==> config.mk <==
export PLATFORM = sky130hd
export DESIGN_NAME = muldiv_unit
export DESIGN_NICKNAME = d
export VERILOG_FILES = /design/src/rtl/md_pkg.sv /design/src/rtl/md_sign_fix.sv /design/src/rtl/muldiv_unit.sv
export SDC_FILE = /design/constraint.sdc
export NUM_CORES = 1
export LEC_CHECK = 0
export ABC_CLOCK_PERIOD_IN_PS = 15600
export CELL_PAD_IN_SITES_DETAIL_PLACEMENT = 0
export CELL_PAD_IN_SITES_GLOBAL_PLACEMENT = 1
export CORE_ASPECT_RATIO = 1.25
export CORE_MARGIN = 5
export CORE_UTILIZATION = 30
export CTS_CLUSTER_DIAMETER = 50
export CTS_CLUSTER_SIZE = 20
export DETAILED_ROUTE_END_ITERATION = 10
export GPL_ROUTABILITY_DRIVEN = 0
export HOLD_SLACK_MARGIN = 0.06
export PLACE_DENSITY_LB_ADDON = 0.1
export RECOVER_POWER = 50
export SYNTH_ARGS = -nofsm -noshare
export SYNTH_HDL_FRONTEND = slang
export SYNTH_SLANG_ARGS = --single-unit
==> constraint.sdc <==
create_clock -name SYS_clk -period 15.6 [get_ports SYS_clk]
set_input_delay 3.12 -clock SYS_clk [delete_from_list [all_inputs] [get_ports SYS_clk]]
set_output_delay 3.12 -clock SYS_clk [all_outputs]
set_load 0.01 [all_outputs]
==> src/rtl/md_pkg.sv <==
`default_nettype none
// ============================================================================
// Module   : md_pkg
// Brief    : Shared op codes, FSM state type and operand-signedness helpers
//            for the M-extension multiply/divide unit.
// Revision : 1.0 - initial release
// ============================================================================
package md_pkg;

    localparam logic [2:0] MD_MUL    = 3'b000;
    localparam logic [2:0] MD_MULH   = 3'b001;
    localparam logic [2:0] MD_MULHSU = 3'b010;
    localparam logic [2:0] MD_MULHU  = 3'b011;
    localparam logic [2:0] MD_DIV    = 3'b100;
    localparam logic [2:0] MD_DIVU   = 3'b101;
    localparam logic [2:0] MD_REM    = 3'b110;
    localparam logic [2:0] MD_REMU   = 3'b111;

    typedef enum logic [1:0] {
        IDLE = 2'd0,
        CALC = 2'd1,
        DONE = 2'd2
    } md_state_t;

    function automatic logic is_signed_a(input logic [2:0] op);
        return (op == MD_MUL) || (op == MD_MULH) || (op == MD_MULHSU) ||
               (op == MD_DIV) || (op == MD_REM);
    endfunction

    function automatic logic is_signed_b(input logic [2:0] op);
        return (op == MD_MUL) || (op == MD_MULH) || (op == MD_DIV) || (op == MD_REM);
    endfunction

endpackage
`default_nettype wire

==> src/rtl/md_sign_fix.sv <==
`default_nettype none
// ============================================================================
// Module   : md_sign_fix
// Brief    : Conditional two's-complement of an N-bit value (combinational).
// Revision : 1.0 - initial release
// ============================================================================
module md_sign_fix #(
    parameter int N = 32
) (
    input  logic [N-1:0] i_val,
    input  logic         i_neg,
    output logic [N-1:0] o_val
);

    assign o_val = i_neg ? (~i_val + N'(1)) : i_val;

endmodule
`default_nettype wire

==> src/rtl/muldiv_unit.sv <==
`default_nettype none
// ============================================================================
// Module   : muldiv_unit
// Brief    : Iterative RV M-extension unit: shift-add multiply and restoring
//            divide on magnitudes, one bit per cycle, sign fix-up at the end.
// Revision : 1.0 - initial release
// ============================================================================
module muldiv_unit
    import md_pkg::*;
#(
    parameter int XLEN  = 32,
    parameter int TAG_W = 5
) (
    input  logic             SYS_clk,
    input  logic             SYS_reset,
    input  logic             MD_start,
    input  logic [2:0]       MD_op,
    input  logic [XLEN-1:0]  MD_a,
    input  logic [XLEN-1:0]  MD_b,
    input  logic [TAG_W-1:0] MD_tag,
    input  logic             MD_flush,
    output logic             MD_ready,
    output logic             MD_result_valid,
    output logic [XLEN-1:0]  MD_result,
    output logic [TAG_W-1:0] MD_result_tag
);

    localparam int c_CNT_W = $clog2(XLEN);

    md_state_t          r_state;
    logic [2:0]         r_op;
    logic [TAG_W-1:0]   r_tag;
    logic               r_sa;
    logic               r_sb;
    logic [XLEN-1:0]    r_mcand;
    logic [2*XLEN-1:0]  r_acc;
    logic [c_CNT_W-1:0] r_cnt;
    logic               r_valid;
    logic [XLEN-1:0]    r_result;
    logic [TAG_W-1:0]   r_result_tag;

    logic               w_sign_a;
    logic               w_sign_b;
    logic [XLEN-1:0]    w_mag_a;
    logic [XLEN-1:0]    w_mag_b;
    logic               w_b_zero;
    logic               w_ovf;
    logic               w_fast;
    logic [XLEN-1:0]    w_fast_result;
    logic [XLEN:0]      w_add;
    logic [XLEN:0]      w_shift;
    logic [XLEN:0]      w_trial;
    logic [2*XLEN-1:0]  w_acc_next;
    logic [2*XLEN-1:0]  w_prod_fix;
    logic [XLEN-1:0]    w_quo_fix;
    logic [XLEN-1:0]    w_rem_fix;
    logic [XLEN-1:0]    w_calc_result;

    assign w_sign_a = is_signed_a(MD_op) & MD_a[XLEN-1];
    assign w_sign_b = is_signed_b(MD_op) & MD_b[XLEN-1];

    md_sign_fix #(.N(XLEN)) u_mag_a (.i_val(MD_a), .i_neg(w_sign_a), .o_val(w_mag_a));
    md_sign_fix #(.N(XLEN)) u_mag_b (.i_val(MD_b), .i_neg(w_sign_b), .o_val(w_mag_b));

    // Divide-by-zero and signed overflow bypass the iteration entirely.
    assign w_b_zero = (MD_b == '0);
    assign w_ovf    = ((MD_op == MD_DIV) || (MD_op == MD_REM)) &&
                      (MD_a == {1'b1, {(XLEN-1){1'b0}}}) && (MD_b == {XLEN{1'b1}});
    assign w_fast   = MD_op[2] && (w_b_zero || w_ovf);

    always_comb begin
        w_fast_result = '0;
        if (w_b_zero)
            w_fast_result = MD_op[1] ? MD_a : {XLEN{1'b1}};
        else
            w_fast_result = MD_op[1] ? {XLEN{1'b0}} : MD_a;
    end

    // Accumulator holds {partial product, multiplier} or {remainder, dividend/quotient}.
    assign w_add   = {1'b0, r_acc[2*XLEN-1:XLEN]} + (r_acc[0] ? {1'b0, r_mcand} : {(XLEN+1){1'b0}});
    assign w_shift = {r_acc[2*XLEN-1:XLEN], r_acc[XLEN-1]};
    assign w_trial = w_shift - {1'b0, r_mcand};

    always_comb begin
        w_acc_next = {w_add, r_acc[XLEN-1:1]};
        if (r_op[2]) begin
            if (w_trial[XLEN])
                w_acc_next = {w_shift[XLEN-1:0], r_acc[XLEN-2:0], 1'b0};
            else
                w_acc_next = {w_trial[XLEN-1:0], r_acc[XLEN-2:0], 1'b1};
        end
    end

    md_sign_fix #(.N(2*XLEN)) u_fix_prod (.i_val(w_acc_next), .i_neg(r_sa ^ r_sb), .o_val(w_prod_fix));
    md_sign_fix #(.N(XLEN)) u_fix_quo (.i_val(w_acc_next[XLEN-1:0]), .i_neg(r_sa ^ r_sb), .o_val(w_quo_fix));
    md_sign_fix #(.N(XLEN)) u_fix_rem (.i_val(w_acc_next[2*XLEN-1:XLEN]), .i_neg(r_sa), .o_val(w_rem_fix));

    always_comb begin
        w_calc_result = '0;
        case (r_op)
            MD_MUL:                      w_calc_result = w_prod_fix[XLEN-1:0];
            MD_MULH, MD_MULHSU, MD_MULHU: w_calc_result = w_prod_fix[2*XLEN-1:XLEN];
            MD_DIV, MD_DIVU:             w_calc_result = w_quo_fix;
            default:                     w_calc_result = w_rem_fix;
        endcase
    end

    always_ff @(posedge SYS_clk) begin
        if (SYS_reset) begin
            r_state      <= IDLE;
            r_op         <= '0;
            r_tag        <= '0;
            r_sa         <= 1'b0;
            r_sb         <= 1'b0;
            r_mcand      <= '0;
            r_acc        <= '0;
            r_cnt        <= '0;
            r_valid      <= 1'b0;
            r_result     <= '0;
            r_result_tag <= '0;
        end else begin
            r_valid <= 1'b0;
            if (MD_flush) begin
                r_state <= IDLE;
            end else begin
                case (r_state)
                    IDLE, DONE: begin
                        if (MD_start) begin
                            r_op    <= MD_op;
                            r_tag   <= MD_tag;
                            r_sa    <= w_sign_a;
                            r_sb    <= w_sign_b;
                            r_mcand <= w_mag_b;
                            r_acc   <= {{XLEN{1'b0}}, w_mag_a};
                            if (w_fast) begin
                                r_state      <= DONE;
                                r_valid      <= 1'b1;
                                r_result     <= w_fast_result;
                                r_result_tag <= MD_tag;
                            end else begin
                                r_state <= CALC;
                                r_cnt   <= c_CNT_W'(XLEN - 1);
                            end
                        end else begin
                            r_state <= IDLE;
                        end
                    end
                    CALC: begin
                        r_acc <= w_acc_next;
                        if (r_cnt == '0) begin
                            r_state      <= DONE;
                            r_valid      <= 1'b1;
                            r_result     <= w_calc_result;
                            r_result_tag <= r_tag;
                        end else begin
                            r_cnt <= r_cnt - 1'b1;
                        end
                    end
                    default: r_state <= IDLE;
                endcase
            end
        end
    end

    assign MD_ready        = (r_state == IDLE) || (r_state == DONE);
    assign MD_result_valid = r_valid;
    assign MD_result       = r_result;
    assign MD_result_tag   = r_result_tag;

endmodule
`default_nettype wire
# After elaboration in Yosys (flattened, before gate mapping)
# Cells that the tools add are included.
word_totals:
  regBits: 151
  output_inout_bits: 39
op_classes:
  add_sub_neg: 8
  eq_ne: 18
  n_mux: 34
  n_bitwise: 9
  n_reduce_logical: 26
op_table:
  columns: ["cell", "n"]
  rows:
  - ["two-way mux 32 bit", 11]
  - ["two-way mux 64 bit", 4]
  - ["adder 32 x 1 -> 32 bit (second input constant)", 4]
  - ["NOT 32 bit", 4]
  - ["case mux 64 bit (2 select lines)", 1]
  - ["case mux 32 bit (3 select lines)", 1]
  - ["adder 64 x 1 -> 64 bit (second input constant)", 1]
  - ["== test 32 bit (second input constant)", 2]
  - ["NOT 64 bit", 1]
  - ["case mux 32 bit (2 select lines)", 1]
  - ["adder 32 x 32 -> 33 bit", 1]
  - ["subtractor 33 x 32 -> 33 bit", 1]
  - ["logical NOT 32 bit", 1]
  - ["two-way mux 5 bit", 6]
  - ["case mux 5 bit (2 select lines)", 2]
  - ["== test 3 bit (second input constant)", 4]
  - ["!= test 2 bit (second input constant)", 5]
  - ["AND reduction 5 bit", 2]
  - ["== test 3 x 2 -> 1 bit (second input constant)", 3]
  - ["logical OR 1 bit", 9]
  - ["== test 3 x 1 -> 1 bit (second input constant)", 2]
  - ["logical NOT 3 bit", 2]
  - ["two-way mux 2 bit", 3]
  - ["AND reduction 3 bit", 2]
  - ["other kinds (15)", 22]

# Logic depth before layout (Yosys ltp)
logic_depth:
  depth_word: 9
  depth_mapped: 24
  ltp_nobuf: 21

# Hierarchy
# Synthesis repeated with hierarchy kept, for this count alone.
hier_totals:
  hier_cells: 2336
  hier_area_um2: 17098.9
modules_own_cells:
  columns: ["mod", "n_inst", "cells_each", "area_each_um2", "seq_area_each_um2"]
  rows:
  - ["muldiv_unit", 1, 1734, 12341.8, 3022.9]
  - ["md_sign_fix at u_fix_quo ...", 4, 99, 777.0, 0.0]
  - ["md_sign_fix at u_fix_prod", 1, 206, 1649.1, 0.0]

# Least setup slack after synthesis
# Ideal clock, no wire load.
synth_path:
  kind: "input to register"
  startpoint: "input port MD_b[12]"
  endpoint: "register r_result[30] (netlist: MD_result[30])"
  setup_time_ps: 88
  arrival_ps: 6186
  required_ps: 15512
  path_slack_ps: 9326
  cell_stages: 12
  n_path_buf: 3
  path_cell_list: "or4_1 > nor4_1 > nor4b_1 > and2_1 > and3_1 > clkbuf_1 > o21bai_1 > nand2_1 > clkbuf_1 > clkbuf_1 > nand2_1 > o32ai_2"
synth_between:
  elab_chain_len: 6
  word_cells_on_any_way: 11
synth_rtl:
  columns: ["element", "line_no", "text"]
  rows:
  - ["from (decl)", "muldiv_unit.sv:19", "input logic [XLEN-1:0] MD_b,"]
  - ["== test 32 bit", "muldiv_unit.sv:68", "(MD_a == {1'b1, {(XLEN-1){1'b0}}}) && (MD_b == {XLEN{1'b1}});"]
  - ["logical AND 1 bit", "muldiv_unit.sv:68", null]
  - ["logical OR 1 bit", "muldiv_unit.sv:69", "assign w_fast = MD_op[2] && (w_b_zero || w_ovf);"]
  - ["logical AND 1 bit", "muldiv_unit.sv:69", null]
  - ["!= test 2 bit (no source line)", null, null]
  - ["AND reduction 5 bit (no source line)", null, null]
  - ["to (signal assigned)", "muldiv_unit.sv:138", "r_result <= w_fast_result;"]
  - ["to (signal assigned)", "muldiv_unit.sv:153", "r_result <= w_calc_result;"]
  - ["to (decl)", "muldiv_unit.sv:39", "logic [XLEN-1:0] r_result;"]
# Parallel ways exist; a longest one is shown, timed or not. The select of a mux whose other input is x is not followed.
# A chain may end at the register's enable or synchronous reset.

# Worst setup path in the final report
layout_path:
  startpoint: "input port MD_b[12]"
  endpoint: "register r_result[21] (netlist: MD_result[21])"
# The elaborated chain is that of the path after synthesis.

==> results.txt <==
- Routed vias: about 17,000
* Initial core utilization: a little under a third
- In this run the power density over the cells is 70.1 nW/um2.
* Number of max-cap violations: 2
* Floorplan row count: 94
- In this run the mean area of a mapped cell was between 7 and 8 um2.
- The die is ~270 um tall.
- Counting flops with an async set or reset pin after synthesis yields a share of 0%.
- Max stage delay cell, worst path: or4_1
- Met1 layer usage reported by global route: approximately 30%
* Post-placement cell count: about 3,000
- The worst pin sits at a relative slew slack of -169%.
- For this block, the initial DRC count from the detailed router was 1,082.
- Peak Freq: about 140 MHz
- Global routing used 3.05% of the available met3 tracks.
- After detailed routing, the total wire length is approximately 70,000 um.
- Later-pin clock latency in the skew report: 0.48 ns
- Across all register-to-register paths, the minimum setup slack is about 8.6 ns.
* Number of vias per cell after detailed routing: 5.87
* Count of placed standard cells in the final layout, fillers left out: around 3,000
* Number of design rule violations left after detail routing: 0
- Total grt overflow: 0
- Cts bufs inserted: 17
- Of all cell types, the one taking the most synthesized area is dfxtp_1.
- For this run, global-route usage on met2 was measured as about two fifths.
* Post-synth top cells: nor2_1 (260), nand2_1 (240), a21oi_1 (205)
- Crit path launch type: primary input
- Measured along the x axis, the die boundary spans around 220 um.
- The share of synthesized area in the top cell type comes to between 10% and 20%.
* Run status: finished, violations left
* Shortest period the worst path allows: between 7 and 8 ns
- The share of total power dissipated in sequential elements is ~33%.
- HP Class: flip-flop to flip-flop
- The worst register-to-register path has a depth of 22.
* Count of nets after finishing: approximately 2,400
* Startpoint of the lowest-slack hold path: r_tag[3]
* CTS Root Cell: clkbuf_16
- Port buffering added 114 buffers.
- Placed wire-length estimate: between 50,000 and 60,000 um
- Seq/Total Area, Yosys: about a fifth
- Largest stage delay, worst path: approximately 0.62 ns
* Worst-path cell chain: clkdlybuf4s50_1, or4_1, nor4_1, nor4b_1, and2_1, and3_1, buf_4, o21bai_1, buf_4, nand2_1, nand2_1, a211oi_1, o21ai_0, o31ai_1, a211oi_2
- nor2_1 is the most common cell in the netlist.
- Total I/O pin count: between 100 and 150
- Total die area: about 60,000 um2
- Total Negative Setup Slacks: 0 ns
- STA puts the critical path data arrival time at between 7 and 8 ns.
* Final cycle utilization of the critical path: a little under half
* Floorplan core area: around 53,000 um2
- Worst hold path depth: 2
- Synthesis produced a netlist whose cell count is ~2,300.
- Combinational logic burns a little under a third of the power.
- Data required time of the critical path: around 16 ns
- Number of buffers on the longest clock path: 2
- IR analysis of the VDD net gives a maximum drop of slightly below 0.08 mV.
- At the end of the flow the core is filled with cells to a little over a third.
- Setup repair after global routing left no endpoint under its margin.
- Global routing used 24.1% of the available tracks.
- Setup violations remaining at the end of the flow were counted as 0.
- Synthesis produced a netlist with a net count of roughly 2,400.
* Total standard cell area after synthesis: 16,100 um2
* Count of pins over their slew limit: 148
- At the pin with the least slew margin, the transition time is roughly 4.0 ns.
- Internal power comes to 781 uW.
* Global-route wire length before repair: roughly 110,000 um
- CTS saw 151 sinks.
* Via count of the first global-routing pass: approximately 17,000
- Total of cells resized after clock tree synthesis: 0
- Synthesis inferred 151 register bits.
- DR pass1 iterations: 7
- Among all flip-flop cells after synthesis, the most frequent one is dfxtp_1.
- TritonCTS built the clock tree.
* Pleak: slightly below 0.007 uW
- After layout, the design draws a total of 1280 uW.
- After clock tree synthesis, the flow added hold-fix buffers numbering 0.
- Once detail routing completed, the nets flagged for antenna violations numbered 0.
- Reg-to-reg critical path startpoint: r_acc[31]
- Counting distinct cell types in the post-synthesis netlist gives 105.
- Sorting the synthesized cells by area gives the leading types as dfxtp_1 (19%), a21oi_1 (6.4%), nor2_1 (6.1%).
- The layer flagged by global routing as most heavily used is met2.
* Worst-path fanout max: 34
- In this run, synthesis inferred 0 flip-flops with an integrated enable.
* CP Class: primary input to flip-flop
- Worst setup skew after layout: ~0.014 ns
- The analysis attributes to net switching a power of approximately 500 uW.
* Clock transition at the registers of the reported paths: approximately 0.080 ns
- Antenna cells: 0
- Worst Setup End Kind: flip-flop
* Failing checks: capacitance limit, slew limit
- The number of hold-slack violations in the final timing report came to 0.
* Setup Fix Bufs, Post-CTS: 0
- The H-tree generated during clock tree synthesis spans 4 levels.
- Clk pwr share: 35.0%
- Launching instance or port of the critical path: MD_b[12]
* Detail-routed net length per standard cell: between 20 and 25 um
* Pin count of the biggest net entering global routing: just over 80
- In this run switching power makes up slightly below 40% of total power.
- From synthesis to final layout, the design area changed by 14.2%.
* Warning count from the yosys run: 0
* Final-layout fill cell count: about 5,700
- Fraction of final layout cells sized beyond drive strength 1: a little under 6%
- The initial antenna violation count was 0.
[layout make-up]
type | count | area [um2] | share of cell area (%)
multi-input combinational | 1892 | 12200 | 66.6
tap | 672 | 841 | 4.59
clock buffer | 18 | 439 | 2.39
inverter | 66 | 248 | 1.35
clock inverter | 14 | 176 | 0.962
timing repair buffer | 150 | 1400 | 7.64
sequential | 151 | 3030 | 16.5
[layer usage]
metal  part of all wire (%)  vias up
met4                    4.9        0
met2                     48      468
li1                       -     8411
met1                     43     8413
met3                    4.0       95
met5                      0        -
[through the flow]
stage	hold WS (ns)	instance area, um2	setup slack, ns
after floorplan	0.437	16100	9.33
after CTS	0.460	18300	8.42
final	0.460	18300	8.35
after global routing	0.471	18300	7.86
after global placement	0.444	17700	8.12
after detailed placement	0.449	17700	7.96
[cell usage in the layout (no fill, tap or decap), types with 17 or more instances in the layout]
cell / count
nand2_1: 240
ha_1: 71
inv_1: 63
o21ai_0: 116
dlygate4sd3_1: 40
or3_1: 21
nand3_1: 33
and2_1: 45
xnor2_1: 88
maj3_1: 27
clkdlybuf4s50_1: 73
o211ai_1: 48
clkbuf_16: 17
mux2i_1: 31
xor2_1: 67
o31ai_1: 25
a31oi_1: 43
a22oi_1: 30
nand4_1: 42
buf_4: 35
a21o_1: 35
o21ai_1: 17
a21oi_1: 204
nor2_1: 257
a211oi_1: 54
nor4_1: 24
nor3_1: 70
dfxtp_1: 150
[worst max-delay path, delay by kind of cell]
kind / cells / cell delay [ns]
compound gates: 5 / 0.87
buf+inv: 3 / 1.08
simple gates: 7 / 2.49
[kinds of logic (layout without fill, tap and decap cells)]
group	Yosys count	count (layout)	share of synthesized area [%]
simple gates	832	832	25.0
compound gates	760	760	31.9
buf+inv	218	248	5.44
xor+xnor	157	157	8.56
flops	151	151	18.8
fa+ha+maj	100	100	7.46
mux	43	43	2.77
[sequential cells by signal (all words and copies together) (netlist names)]
name and flops:
r_acc 64, MD_result 32, r_mcand 32, MD_result_tag 5, r_cnt 5, r_tag 5
r_op 3, r_state 2, MD_result_valid 1, r_sa 1, r_sb 1
[power by group through the flow]
| stage | Combinational, uW | Sequential (uW) | Clock (uW) |
|---|---|---|---|
| final | 410 | 424 | 450 |
| after global routing | 447 | 427 | 474 |
| after CTS | 408 | 425 | 460 |
| after detailed placement | 406 | 434 | 0 |
| after global placement | 405 | 434 | 0 |
| after floorplan | 274 | 421 | 0 |
[final timing paths]
path | to
worst max-delay path | MD_result[21]
worst min-delay path | r_tag[3]
worst max register to register | MD_result[20]
worst min register to register | r_tag[3]
No activity file was read; power rests on OpenSTA's default activity.
